[src/rtl/data_mem_responder.sv]
// data_mem_responder: MEM-stage data-memory responder with a byte-addressed
// big-endian RAM and a configurable number of wait states.
// Optional feature macro: DATAMEM_ALIGN_CHECK_EN (flags misaligned word accesses).
module data_mem_responder #(
    parameter int ADDR_W      = 8,
    parameter int WAIT_STATES = 1
) (
    input  logic        clk,
    input  logic        reset,
    input  logic        datamem_en,
    input  logic        readwrite,
    input  logic        size,
    input  logic [31:0] address,
    input  logic [31:0] data_in,
    output logic [31:0] data_out,
    output logic        stall,
    output logic        done,
    output logic        align_err
);

    localparam int         DEPTH = 1 << ADDR_W;
    localparam logic [3:0] WS    = 4'(WAIT_STATES);

    typedef enum logic [1:0] {IDLE, WAIT, DONE} state_t;

    logic [7:0]        mem [DEPTH];
    state_t            state_q, state_d;
    logic [3:0]        cnt_q, cnt_d;
    logic [ADDR_W-1:0] addr_q, addr_d;
    logic [31:0]       wdata_q, wdata_d;
    logic              rw_q, rw_d;
    logic              size_q, size_d;
    logic [31:0]       data_out_q, data_out_d;

    logic              enter_done;
    logic [ADDR_W-1:0] acc_addr;
    logic [31:0]       acc_wdata;
    logic              acc_rw;
    logic              acc_size;
    logic              acc_mis;
    logic [ADDR_W-1:0] a0, a1, a2, a3;
    logic              mem_we;
    logic              unused_addr_bits;

    assign unused_addr_bits = ^address[31:ADDR_W];

    // Next-state, request latching and wait-state countdown
    always_comb begin
        state_d    = state_q;
        cnt_d      = cnt_q;
        addr_d     = addr_q;
        wdata_d    = wdata_q;
        rw_d       = rw_q;
        size_d     = size_q;
        enter_done = 1'b0;
        case (state_q)
            IDLE: begin
                if (datamem_en) begin
                    addr_d  = address[ADDR_W-1:0];
                    wdata_d = data_in;
                    rw_d    = readwrite;
                    size_d  = size;
                    cnt_d   = WS;
                    if (WAIT_STATES > 0) begin
                        state_d = WAIT;
                    end else begin
                        state_d    = DONE;
                        enter_done = 1'b1;
                    end
                end
            end
            WAIT: begin
                cnt_d = cnt_q - 4'd1;
                if (cnt_q == 4'd1) begin
                    state_d    = DONE;
                    enter_done = 1'b1;
                end
            end
            DONE:    state_d = IDLE;
            default: state_d = IDLE;
        endcase
    end

    // Access operands: with zero wait states the access happens on the same
    // edge that latches the request, so the live inputs are used directly.
    always_comb begin
        acc_addr  = (state_q == IDLE) ? address[ADDR_W-1:0] : addr_q;
        acc_wdata = (state_q == IDLE) ? data_in : wdata_q;
        acc_rw    = (state_q == IDLE) ? readwrite : rw_q;
        acc_size  = (state_q == IDLE) ? size : size_q;
`ifdef DATAMEM_ALIGN_CHECK_EN
        acc_mis   = acc_size && (acc_addr[1:0] != 2'b00);
`else
        acc_mis   = 1'b0;
`endif
        a0        = {acc_addr[ADDR_W-1:2], 2'b00};
        a1        = a0 + ADDR_W'(1);
        a2        = a0 + ADDR_W'(2);
        a3        = a0 + ADDR_W'(3);
        mem_we    = enter_done && acc_rw && !acc_mis && !reset;
        data_out_d = data_out_q;
        if (enter_done && !acc_rw && !acc_mis) begin
            if (acc_size)
                data_out_d = {mem[a0], mem[a1], mem[a2], mem[a3]};
            else
                data_out_d = {24'b0, mem[acc_addr]};
        end
    end

    // Control and load-data registers
    always_ff @(posedge clk or posedge reset) begin
        if (reset) begin
            state_q    <= IDLE;
            cnt_q      <= 4'd0;
            addr_q     <= '0;
            wdata_q    <= 32'd0;
            rw_q       <= 1'b0;
            size_q     <= 1'b0;
            data_out_q <= 32'd0;
        end else begin
            state_q    <= state_d;
            cnt_q      <= cnt_d;
            addr_q     <= addr_d;
            wdata_q    <= wdata_d;
            rw_q       <= rw_d;
            size_q     <= size_d;
            data_out_q <= data_out_d;
        end
    end

    // RAM write port; contents survive reset
    always_ff @(posedge clk) begin
        if (mem_we) begin
            if (acc_size) begin
                mem[a0] <= acc_wdata[31:24];
                mem[a1] <= acc_wdata[23:16];
                mem[a2] <= acc_wdata[15:8];
                mem[a3] <= acc_wdata[7:0];
            end else begin
                mem[acc_addr] <= acc_wdata[7:0];
            end
        end
    end

    assign data_out = data_out_q;
    assign stall    = datamem_en && (state_q != DONE);
    assign done     = (state_q == DONE);
`ifdef DATAMEM_ALIGN_CHECK_EN
    assign align_err = (state_q == DONE) && size_q && (addr_q[1:0] != 2'b00);
`else
    assign align_err = 1'b0;
`endif

endmodule

[config.mk]
export PLATFORM = sky130hd
export DESIGN_NAME = data_mem_responder
export DESIGN_NICKNAME = d
export VERILOG_FILES = /design/src/rtl/data_mem_responder.sv
export SDC_FILE = /design/constraint.sdc
export NUM_CORES = 2
export LEC_CHECK = 0
export CAP_MARGIN = 25
export CORE_ASPECT_RATIO = 1.5
export CORE_MARGIN = 3
export CORE_UTILIZATION = 40
export CTS_CLUSTER_SIZE = 40
export DETAILED_ROUTE_END_ITERATION = 10
export HOLD_SLACK_MARGIN = 0.15
export PLACE_DENSITY = 0.63
export SLEW_MARGIN = 10
export SYNTH_ARGS = -nofsm -noshare
export SYNTH_HDL_FRONTEND = slang
export SYNTH_SLANG_ARGS = --single-unit
[constraint.sdc]
create_clock -name clk -period 11.4 [get_ports clk]
set_input_delay 2.28 -clock clk [delete_from_list [all_inputs] [get_ports clk]]
set_output_delay 2.28 -clock clk [all_outputs]
set_load 0.03 [all_outputs]
==> impl_metrics.yaml <==
route:
  drt-total-wl_microns: 605000
  drt_iter0_markers: 20972
  dr_total_vias: 97667
  viasPerCell: 7.41
  wire_per_inst_microns: 45.9
  drc: 0
  dr.pass1.iters: 9
  ant_nets: 0
outcome:
  violations: "capacitance limit, slew limit"
  outcome: "complete, but fails checks"
global_route:
  antenna_found_initial: 84
  gr-total-overflow: 0
  grtUsageMet1: 0.460
  top_usage_layer: "met2"
  grt_pass1_wl_microns: 799000
  grtUsageTotal: 0.425
  grt_pass1_vias: 89420
  grtUsageMet2: 0.613
  grt_max_degree: 104
  gr-usage-met3: 0.183
synth:
  ys_warn_count: 0
  syn-num-nets: 9609
  synth_seq_cells: 2128
  synth_cells: 9538
  synth_cell_type_count: 84
  synthArstFlopShare: 0.0376
  avgSynthCellArea_sq_um: 11.4
  synth-edff-count: 2048
  netlist_area_sq_um: 109000
  ys.flop_type: "edfxtp_1"
  synth_seq_area_share: 0.583
sta:
  max_freq_mhz: 128
  rsz0062_at_grt: "false"
  slew_headroom: -0.123
  fin_crit_sh: 0.688
  setup_viol: 0
  fin_crit_ns: 7.84
  tightest_slew_ns: 1.69
  slew_violations: 4
  timing.hold.ws_ns: 0.478
  fin_setup_tns_ns: 0
  setup_ws_ns: 3.56
  worst_clock_skew_ns: 0.0477
  hold_violations: 0
finish:
  synthToLayoutAreaGrowth_pct: 13.0
  drive_gt1_frac: 0.167
  final_nets: 9483
  post-route-util: 0.454
worst_setup_path:
  cp.required_ns: 12.21
  cp-start-kind: "input pin"
  endpoint_kind: "register"
  r2r.worst_path.cells: 12
  r2r_slack_ns: 4.84
  worst-setup-path-type: "in2reg"
  crit_fanout: 55
  worstReg2RegStart: "state_q[1]$_DFFE_PP0P_"
  crit_arrival_ns: 8.65
  critPathLaunch: "address[0]"
  critPathCapture: "data_out[2]$_DFFE_PP0P_"
  r2r-end: "data_out[2]$_DFFE_PP0P_"
place:
  post-place-ws_ns: 3.11
  place_hpwl_microns: 403000
  io_buffers: 78
  gp_congestion: 1.12
hold_path:
  hold_path_class: "reg2reg"
floorplanning:
  io_pins: 104
  die_x_microns: 432
  initial_core_util: 0.402
  chipHeight_microns: 645
  core_area_sq_um: 271000
  rows: 234
  die-area_sq_um: 279000
pwr:
  ir_worst_vdd_mv: 0.571
  p_leak_nw: 38.3
  power.density_nw_per_um2: 340
clocking:
  path_clk_slew_ns: 0.07
  cts_tree: "built"
  clock_latency_ns: 0.95
  clockBufferDepth: 4
  cts_buffers: 210
  htree_levels: 4
  cts.sinks: 2128
  cts_hold_buffers: 0
  cts_root_buffer: "clkbuf_16"
  cts_resized: 0
  post_cts_buffers: 0
run:
  cap_violations: 1
per-layer routing:
metal | vias up | part of all wire
met5 | - | 0.00043
met4 | 38 | 0.13
met3 | 2990 | 0.16
met2 | 10385 | 0.42
met1 | 47164 | 0.29
li1 | 37090 | -
placed cells by master, fill, tap and decap left out, types with 12 or more instances in the layout:
cell type | netlist | routed
edfxtp_1 | 2048 | 2048
a21oi_1 | 1235 | 1228
o21ai_0 | 955 | 919
o22ai_1 | 902 | 901
nor2_1 | 885 | 790
nand2_1 | 777 | 755
buf_4 | 39 | 558
mux4_2 | 339 | 339
a22oi_1 | 308 | 308
mux2i_1 | 257 | 241
clkbuf_16 | 0 | 211
nor2_2 | 6 | 95
dfrtp_1 | 80 | 80
clkdlybuf4s50_1 | 0 | 78
diode_2 | 0 | 63
a22o_1 | 62 | 62
nand4_1 | 50 | 50
mux2_2 | 47 | 47
buf_6 | 31 | 43
nand3_1 | 41 | 41
clkinv_2 | 0 | 41
clkinv_1 | 0 | 39
a221oi_1 | 38 | 38
a31oi_1 | 36 | 36
a41oi_1 | 38 | 32
clkbuf_1 | 660 | 32
nor4_1 | 39 | 31
bufinv_16 | 0 | 30
nor3_1 | 35 | 29
o21ai_1 | 4 | 24
a211oi_1 | 22 | 22
buf_12 | 2 | 22
clkbuf_4 | 0 | 17
mux2i_4 | 0 | 16
a2111oi_0 | 22 | 14
or4_1 | 13 | 13
nand2_2 | 0 | 13
and3_1 | 13 | 13
buf_2 | 243 | 13
clkinvlp_4 | 0 | 12
area by class of cell:
type,count,area [sq um]
flip-flops and latches,2128,63500
inverters,13,73.8
fillers,24720,148000
clock buffers,243,5400
repair buffers,749,6400
multi-input cells,6310,41700
diodes,63,158
clock inverters,134,1470
well taps,3540,4430
cell families after synthesis:
logic type | Yosys count | synth area share
AOI/OAI and AO/OA | 3749 | 0.200
adders and majority gates | 2 | 0.000230
buffers and inverters | 1100 | 0.0449
DFF | 2128 | 0.583
muxes | 652 | 0.101
other | 1 | 0.0000344
and+or+nand+nor | 1906 | 0.0713
synth_stat cells, types with 10 or more instances:
master,count,share of area
a2111oi_0,22,0.0018
a211oi_1,22,0.0015
a21o_1,17,0.0012
a21oi_1,1235,0.057
a221oi_1,38,0.0031
a222oi_1,10,0.00092
a22o_1,62,0.0050
a22oi_1,308,0.021
a31oi_1,36,0.0021
a41oi_1,38,0.0031
and3_1,13,0.00075
buf_1,107,0.0037
buf_2,243,0.011
buf_4,39,0.0027
buf_6,31,0.0032
clkbuf_1,660,0.023
dfrtp_1,80,0.018
edfxtp_1,2048,0.56
inv_1,13,0.00045
mux2_2,47,0.0049
mux2i_1,257,0.024
mux4_2,339,0.070
nand2_1,777,0.027
nand3_1,41,0.0019
nand4_1,50,0.0029
nor2_1,885,0.030
nor3_1,35,0.0016
nor4_1,39,0.0022
o21a_1,10,0.00069
o21ai_0,955,0.044
o22ai_1,902,0.052
o41ai_1,13,0.0010
or4_1,13,0.00090
where the power goes:
group          leakage, nW  total, mW  switching [mW]  internal, mW
logic                 15.6       24.0            17.9          6.11
registers             19.4       10.5           0.205          10.3
clock network         3.35       7.36            3.29          4.07
total                 38.3       41.9            21.4          20.4
critical path, cell delays in order:
cell,delay [ns]
clkdlybuf4s50_1,0.59
or3b_1,0.79
nand2_8,0.72
buf_4,0.71
buf_4,0.73
mux2i_1,0.27
o22ai_1,0.10
o41ai_1,0.50
nand3_1,0.97
nor4_2,0.43
buf_4,0.30
a31oi_1,0.12
state kept, by name, indices dropped and copies added (netlist names):
signal,count
addr_q,8
cnt_q,4
data_out,32
mem,2048
rw_q,1
size_q,1
state_q,2
wdata_q,32
worst min path at each step:
| stage | start | end | slack, ns | depth (start not counted) |
|---|---|---|---|---|
| 6_report | data_out[22]$_DFFE_PP0P_ | data_out[22]$_DFFE_PP0P_ | 0.48 | 2 |
| 5_1_grt | data_out[22]$_DFFE_PP0P_ | data_out[22]$_DFFE_PP0P_ | 0.52 | 2 |
| 4_1_cts | data_out[22]$_DFFE_PP0P_ | data_out[22]$_DFFE_PP0P_ | 0.49 | 2 |
| 3_5_place_dp | data_out[22]$_DFFE_PP0P_ | data_out[22]$_DFFE_PP0P_ | 0.47 | 2 |
| 3_3_place_gp | data_out[16]$_DFFE_PP0P_ | data_out[16]$_DFFE_PP0P_ | 0.46 | 2 |
| 2_1_floorplan | cnt_q[1]$_DFFE_PP0P_ | cnt_q[1]$_DFFE_PP0P_ | 0.46 | 2 |
through the flow:
step / area, sq um / cells / total power [mW]
4_1_cts: 122000 / 13043 / 39.7
6_report: 123000 / 13180 / 41.9
3_5_place_dp: 115000 / 12666 / 32.5
2_1_floorplan: 109000 / 9538 / 22.3
3_3_place_gp: 114000 / 12577 / 32.1
5_1_grt: 123000 / 13131 / 41.7
Power figures use the tool's default switching activity.
